===== src/rtl/seq_minmax_pkg.sv =====
// rtl/seq_minmax_pkg.sv - shared types and constants for the packet min/max block
//
// Purpose: FSM state encoding and data width used by seq_stream_8b_minmax.
// Ports:   none (package).

package seq_minmax_pkg;

  localparam int MINMAX_DATA_W = 8;

  typedef enum logic [1:0] {
    EMPTY  = 2'd0,
    ACCUM  = 2'd1,
    OUTPUT = 2'd2
  } minmax_state_t;

endpackage


===== src/rtl/arith_8b_ucmp.sv =====
// rtl/arith_8b_ucmp.sv - combinational 8-bit unsigned comparator
//
// Purpose: compares in0 against in1 as unsigned values.
// Ports:   in0, in1 (8-bit operands) -> lt (in0 < in1), eq (in0 == in1), gt (in0 > in1).

module arith_8b_ucmp
  import seq_minmax_pkg::*;
(
  input  logic [MINMAX_DATA_W-1:0] in0,
  input  logic [MINMAX_DATA_W-1:0] in1,
  output logic                     lt,
  output logic                     eq,
  output logic                     gt
);

  always_comb begin
    lt = (in0 < in1);
    eq = (in0 == in1);
    gt = (in0 > in1);
  end

endmodule


===== src/rtl/seq_stream_8b_minmax.sv =====
// rtl/seq_stream_8b_minmax.sv - per-packet min/max/count of an 8-bit unsigned stream
//
// Purpose: accepts a val/rdy packet stream (in_last closes a packet) and presents
//          the packet minimum, maximum and saturating element count on a val/rdy
//          result port.
// Ports:   clk, reset (async, active-high)
//          in_val/in_rdy/in_data[7:0]/in_last  - element stream
//          out_val/out_rdy                     - result handshake
//          out_min[7:0], out_max[7:0], out_count[CNT_WIDTH-1:0] - result

module seq_stream_8b_minmax
  import seq_minmax_pkg::*;
#(
  parameter int CNT_WIDTH = 8
) (
  input  logic                     clk,
  input  logic                     reset,
  input  logic                     in_val,
  output logic                     in_rdy,
  input  logic [MINMAX_DATA_W-1:0] in_data,
  input  logic                     in_last,
  output logic                     out_val,
  input  logic                     out_rdy,
  output logic [MINMAX_DATA_W-1:0] out_min,
  output logic [MINMAX_DATA_W-1:0] out_max,
  output logic [CNT_WIDTH-1:0]     out_count
);

  minmax_state_t              state_q, state_d;
  logic [MINMAX_DATA_W-1:0]   min_q, min_d;
  logic [MINMAX_DATA_W-1:0]   max_q, max_d;
  logic [CNT_WIDTH-1:0]       count_q, count_d;

  logic in_xfer;
  logic cmp_min_lt, cmp_min_eq, cmp_min_gt;
  logic cmp_max_lt, cmp_max_eq, cmp_max_gt;
  logic min_upd, max_upd;

  arith_8b_ucmp u_cmp_min (
    .in0 (in_data),
    .in1 (min_q),
    .lt  (cmp_min_lt),
    .eq  (cmp_min_eq),
    .gt  (cmp_min_gt)
  );

  arith_8b_ucmp u_cmp_max (
    .in0 (in_data),
    .in1 (max_q),
    .lt  (cmp_max_lt),
    .eq  (cmp_max_eq),
    .gt  (cmp_max_gt)
  );

  // A tie never replaces the held extreme; the opposite-direction flags are
  // irrelevant to each running extreme.
  assign min_upd = cmp_min_lt & ~cmp_min_eq & ~cmp_min_gt;
  assign max_upd = cmp_max_gt & ~cmp_max_eq & ~cmp_max_lt;

  assign in_xfer = in_val & in_rdy;

  // State register
  always_ff @(posedge clk or posedge reset) begin
    if (reset) begin
      state_q <= EMPTY;
    end else begin
      state_q <= state_d;
    end
  end

  // Next-state logic
  always_comb begin
    state_d = state_q;
    case (state_q)
      EMPTY, ACCUM: begin
        if (in_xfer) begin
          state_d = in_last ? OUTPUT : ACCUM;
        end
      end
      OUTPUT: begin
        if (out_rdy) begin
          state_d = EMPTY;
        end
      end
      default: state_d = EMPTY;
    endcase
  end

  // Moore outputs
  always_comb begin
    in_rdy  = (state_q != OUTPUT);
    out_val = (state_q == OUTPUT);
  end

  // Datapath next-state: the first element of a packet seeds both extremes.
  always_comb begin
    min_d   = min_q;
    max_d   = max_q;
    count_d = count_q;
    if (in_xfer) begin
      if (state_q == EMPTY) begin
        min_d   = in_data;
        max_d   = in_data;
        count_d = CNT_WIDTH'(1);
      end else begin
        if (min_upd) begin
          min_d = in_data;
        end
        if (max_upd) begin
          max_d = in_data;
        end
        if (count_q != {CNT_WIDTH{1'b1}}) begin
          count_d = count_q + CNT_WIDTH'(1);
        end
      end
    end
  end

  always_ff @(posedge clk or posedge reset) begin
    if (reset) begin
      min_q   <= {MINMAX_DATA_W{1'b1}};
      max_q   <= '0;
      count_q <= '0;
    end else begin
      min_q   <= min_d;
      max_q   <= max_d;
      count_q <= count_d;
    end
  end

  assign out_min   = min_q;
  assign out_max   = max_q;
  assign out_count = count_q;

endmodule


===== config.mk =====
export PLATFORM = sky130hd
export DESIGN_NAME = seq_stream_8b_minmax
export DESIGN_NICKNAME = d
export VERILOG_FILES = /design/src/rtl/seq_minmax_pkg.sv /design/src/rtl/arith_8b_ucmp.sv /design/src/rtl/seq_stream_8b_minmax.sv
export SDC_FILE = /design/constraint.sdc
export NUM_CORES = 1
export LEC_CHECK = 0
export ABC_AREA = 1
export CAP_MARGIN = 15
export CORE_MARGIN = 1.5
export CORE_UTILIZATION = 55
export CTS_CLUSTER_SIZE = 40
export DETAILED_ROUTE_END_ITERATION = 7
export DONT_BUFFER_PORTS = 1
export PLACE_DENSITY = 0.8
export RECOVER_POWER = 25
export SLEW_MARGIN = 40
export SYNTH_ARGS = -nofsm -noshare
export SYNTH_HDL_FRONTEND = slang
export SYNTH_SLANG_ARGS = --single-unit
export TNS_END_PERCENT = 50

===== constraint.sdc =====
create_clock -name clk -period 4.4 [get_ports clk]
set_input_delay 0.66 -clock clk [delete_from_list [all_inputs] [get_ports clk]]
set_output_delay 0.66 -clock clk [all_outputs]
set_load 0.01 [all_outputs]

==> results of run 1 <==
[cell usage in the layout (no fill, tap or decap), drive strengths merged]
cell	instances
dfstp	8
a21oi	5
nor3	3
dfrtp	18
clkbuf	4
a21o	3
xor2	1
o31ai	1
nor2	9
nand4	6
o21ai	11
nand2	64
or2	3
nand3	24
ha	17
inv	37
[critical path, stage by stage (launching register included)]
cell and delay (ns):
dfrtp_1 0.49, nor2_2 0.36, inv_1 0.15
[per-stage QoR]
| step | hold WS (ns) | util | setup WS (ns) | cells | area, um2 |
|---|---|---|---|---|---|
| global route | 0.3944 | 0.6146 | 2.232 | 245 | 1724 |
| CTS | 0.2487 | 0.6146 | 2.388 | 245 | 1724 |
| global placement | 0.4837 | 0.6017 | 2.444 | 241 | 1688 |
| detailed placement | 0.4854 | 0.6017 | 2.409 | 241 | 1688 |
| floorplan | 0.4555 | - | 2.632 | 212 | 1665 |
| finish | 0.4139 | 0.6146 | 2.415 | 245 | 1724 |
[synth_stat cells, drive strengths merged, types with 3 or more instances]
cell,count
nand2,64
nor2,9
dfrtp,18
or2,3
dfstp,8
inv,37
a21o,3
nor3,3
a21oi,5
nand3,24
o21ai,11
ha,17
nand4,6
[worst max-delay path by stage]
stage | startpoint | to | slack [ns] | cells after the start
floorplan | in_data[7] | out_max[0] | 2.63 | 10
global placement | in_data[7] | out_max[3] | 2.44 | 10
detailed placement | in_data[7] | out_max[5] | 2.41 | 10
CTS | state_q[0] | in_rdy | 2.39 | 2
global route | out_min[7] | out_min[5] | 2.23 | 10
finish | state_q[0] | in_rdy | 2.41 | 2
[power by group]
| group | switching, W | internal, W |
|---|---|---|
| Combinational | 0.000146 | 0.0000921 |
| Sequential | 0.0000793 | 0.000308 |
| Clock | 0.0000709 | 0.0000506 |
| Total | 0.000297 | 0.000451 |
[routing by layer]
layer / GRT usage / vias to the layer above / wire [um]
li1: - / 684 / -
met5: 0 / - / 0
met3: 0.04688 / 2 / 167
met1: 0.2522 / 617 / 1435
met4: 0.07641 / 0 / 16
met2: 0.3815 / 35 / 1540
[final cells by class]
cell class / instances / area, um2
Sequential cell: 26 / 660.6
Inverter: 37 / 138.9
Multi-Input combinational cell: 147 / 849.6
Tap cell: 31 / 38.79
Clock buffer: 4 / 36.28
Fill cell: 260 / 1081
[state kept, by name, indices dropped and copies added (netlist names)]
signal and cells:
out_count 8, out_max 8, out_min 8, state_q 2
[cell families after synthesis]
family,after synthesis,synth area share
fa+ha+maj,17,0.1277
flops,26,0.3967
compound gates,20,0.07738
buf+inv,39,0.09316
xor+xnor,1,0.005260
simple gates,109,0.2998
==> out/qor.yml, run 1 <==
timing_hold_violations_final: 0
synth_top_cells_by_area: "dfrtp_1 (27%), nand2_1 (14%), ha_1 (13%), dfstp_2 (13%), inv_1 (7.9%)"
finalSetupTns_ns: 0
gpl.final_weighted_congestion: 0.8181
synth_nets: 242
worst-r2r-cell-count: 10
ff2ff_setup_slack_ns: 2.49
synth_area_per_cell_um2: 7.855
power.density_nw_per_um2: 433.6
fmax_ghz: 0.5037
max_slew_margin: 0.3544
worst_hold_path_type: "input pin to register"
design.final.nets: 245
synth.cell_area_um2: 1665
cts.path.max_buffers: 2
synth_enable_flop_cells: 0
vdd_ir_drop_max_mv: 0.2169
layout_worst_path_cycle_share: 0.4512
die_footprint_um2: 3367
outcome: "completed"
maxCapViolCount: 0
power_leakage_nw: 0.9383
timing.hold.worst_endpoint: "state_q[0]"
antenna_violations_before_repair: 0
area_leader_netlist: "dfrtp_1"
synth-seq-cells: 26
routedWlPerCell_um: 12.90
grt_first_pass_wirelength_mm: 5.623
detail_route.wirelength_mm: 3.160
path_max_fanout: 5
via_count_of_the_first_global_routing_pass: 1322
vias: 1338
synth_top_area_frac: 0.2705
final_antenna_net_count: 0
ioPinCount: 39
hold_fix_buffers_cts: 0
setup.worst_path.end_class: "output port"
depth_of_the_worst_hold_timing_path: 1
clock-skew-final_ns: 0.001750
yosysWarningCount: 0
cts-resized-gates: 0
insertion_delay_ns: 0.32
crit_path_start_kind: "register"
r2r-start: "out_min[7]"
initial_utilization: 0.5937
worst_slew_pin_slew_ns: 0.9673
hpwlAfterDp_mm: 2.393
tritoncts_clock_tree: "yes"
final-max-slew-violation-count: 0
clkTransAtPathRegs_ns: 0.14
clkSinkCount: 26
grt_util_all_layers: 0.2137
drt_iter0_markers: 42
via_per_inst: 5.461
critical_path.reg2reg.endpoint: "out_min[5]"
placement.io_buffers: 0
ys.flop_type: "dfrtp_1"
post-cts-setup-buffers: 0
core-area_um2: 2805
area_growth_pct: 3.531
drc: 0
criticalPathCategory: "register to output port"
layout_min_cycle_time_ns: 1.985
synth_cells: 212
y_dimension_of_the_die_um: 58.03
holdCritStartpoint: "in_val"
totalPowerFinal_w: 0.0007475
grt_max_degree: 27
htree_levels: 1
firstDrtPassIters: 8
synth.yosys.seq_area_share: 0.3967
die_w_um: 58.03
placementRows: 19
cts_inserted_buffers: 3
postSynth.asyncResetShare: 1.000
synth.lib_cells_used.distinct: 25
rsz_0062_raised_after_global_routing: "no"
drive_above_1_share: 0.1308
setup_viol: 0
overflow_left_after_global_routing: 0
antennaDiodeCount: 0
timing.critical_path.arrival_ns: 1.33
clockRootBuffer: "clkbuf_4"
required_ns: 3.74
Power figures use the tool's default switching activity.
==> inputs of run 2 (changes only) <==
==> constraint.sdc (replaced) <==
create_clock -name clk -period 2 [get_ports clk]
set_input_delay 0.3 -clock clk [delete_from_list [all_inputs] [get_ports clk]]
set_output_delay 0.3 -clock clk [all_outputs]
set_load 0.01 [all_outputs]
==> run 2 against run 1 <==
Effect of this change:
- the run now ends with design-rule violations left
- via count increased by 3.6%
- hold slack got worse by 0.38 ns
- cell area increased by 2.0%
==> out/qor.yml, run 2 (synthesized netlist as in run 1, its figures left out) <==
critical-path-slowest-cell: "dfrtp_1"
highest-signal-layer: "met4"
required_ns: 2.23
wl_met1_mm: 1.440
grt_first_pass_wirelength_mm: 5.733
finalSetupTns_ns: 0
fmax_ghz: 0.5673
holdCritStartpoint: "in_val"
multi_input_area_um2: 854.6
setup_viol: 0
max_slew_margin: 0.5436
setup.worst_path.end_class: "register"
outcome: "complete, but fails checks"
final_common_cell: "nand2_1"
timing_hold_violations_final: 0
detail_route.wirelength_mm: 3.242
failing_checks: "design-rule violations"
vdd_ir_drop_max_mv: 0.4323
placed_instance_area_um2: 1710
final_antenna_net_count: 0
cts.path.max_buffers: 2
critical-path-top-cell-by-count: "nand2_1"
area_growth_pct: 5.560
cts_inserted_buffers: 3
rsz_0062_raised_after_global_routing: "no"
power.density_nw_per_um2: 949.4
final-seq-area_um2: 660.6
insertion_delay_ns: 0.33
totalPowerFinal_w: 0.001669
layout_min_cycle_time_ns: 1.763
core-area_um2: 2805
path_max_fanout: 9
maxCapViolCount: 0
chain_of_cells_forming_the_critical_path: "inv_1, ha_1, nand2_1, inv_1, nand2_1, nand2_1, nand2_1, nand2_1, nand2_1, nand2_2, nand2_2, nand2_1, nand2_1"
met2_wirelength_mm: 1.627
placementRows: 19
mostFrequentLayoutCells: "nand2_1 (58), inv_1 (34), nand3_1 (24), dfrtp_1 (18), ha_1 (17)"
y_dimension_of_the_die_um: 58.03
worst_hold_path_type: "input pin to register"
routedWlPerCell_um: 13.02
firstDrtPassIters: 8
layout_worst_path_cycle_share: 0.8814
r2r-start: "out_max[3]"
design.final.nets: 249
die_w_um: 58.03
power_leakage_nw: 0.9494
clockRootBuffer: "clkbuf_4"
worst-path-buf-inv: 2
clock-skew-final_ns: 0.01141
grt_util_all_layers: 0.2175
drc: 1
worst_slew_pin_slew_ns: 0.6804
grt_max_degree: 21
hpwlAfterDp_mm: 2.579
initial_utilization: 0.5937
clkSinkCount: 26
finalHoldWorstSlack_ns: 0.03355
via_per_inst: 5.566
gpl.final_weighted_congestion: 0.8314
antennaDiodeCount: 0
fin_area_um2: 1758
antenna_violations_before_repair: 0
htree_levels: 1
criticalPathCategory: "register to register"
overflow_left_after_global_routing: 0
tritoncts_clock_tree: "yes"
cp_top_family: "simple AND/OR/NAND/NOR gates"
stdcell_count: 249
met3RoutedLength_um: 142
slowest_delay_ns: 0.46
dp.cells: 244
nFillCells: 257
die_footprint_um2: 3367
drt_iter0_markers: 31
vias: 1386
post-cts-setup-buffers: 0
final-max-slew-violation-count: 0
timing.critical_path.arrival_ns: 1.99
ioPinCount: 39
via_count_of_the_first_global_routing_pass: 1365
drive_above_1_share: 0.1468
critPathLaunch: "out_max[3]"
clkTransAtPathRegs_ns: 0.15
placement.io_buffers: 0
crit_path_start_kind: "register"
-- run 2: cell types whose count changed in the layout (fill, tap and decap cells not counted) --
cell / change
nand2_2: +2
clkbuf_1: +1
inv_1: -1
buf_4: +2
nand2_1: -2
clkinv_1: +1
dlygate4sd3_1: +1
-- run 2: per-stage QoR --
step                  util  worst slack, ns
global route        0.6267         0.003551
floorplan                -           0.3216
detailed placement  0.6097           0.1842
finish              0.6267           0.2372
CTS                 0.6262           0.1494
global placement    0.6097           0.2225
-- run 2: where the power goes --
| part | switching, W | total [W] | internal [W] |
|---|---|---|---|
| logic | 0.000329 | 0.000544 | 0.000215 |
| registers | 0.000177 | 0.000855 | 0.000678 |
| clock network | 0.000158 | 0.000269 | 0.000111 |
| total | 0.000664 | 0.00167 | 0.00100 |
-- run 2: path summary, 6_finish.rpt --
check                           slack [ns]      endpoint  cells past startpoint
worst min-delay path                  0.03    state_q[0]                      1
worst min register to register        0.49    state_q[1]                      1
worst max register to register        0.24    out_max[6]                     13
worst max-delay path                  0.24    out_max[6]                     13
max in group asynchronous             1.05    out_max[3]                      3
min in group asynchronous             0.42  out_count[1]                      2
-- run 2: final cells by class --
type,count,area share
Multi-Input combinational cell,147,0.4861
Sequential cell,26,0.3758
Inverter,37,0.07900
Tap cell,31,0.02206
Clock buffer,4,0.02064
Timing Repair Buffer,4,0.01637
-- run 2: metal layers --
| layer | track usage | up-vias |
|---|---|---|
| met1 | 0.2649 | 658 |
| met3 | 0.04688 | 4 |
| met2 | 0.3750 | 32 |
| met4 | 0.08638 | 0 |
| li1 | - | 692 |
| met5 | 0 | - |
-- run 2: timing repair --
item / CTS / global route
hold buffers: 1 / 0
setup endpoints to repair: 0 / 16
gates resized for setup: 0 / 2
endpoints found under the hold margin: 10 / 0
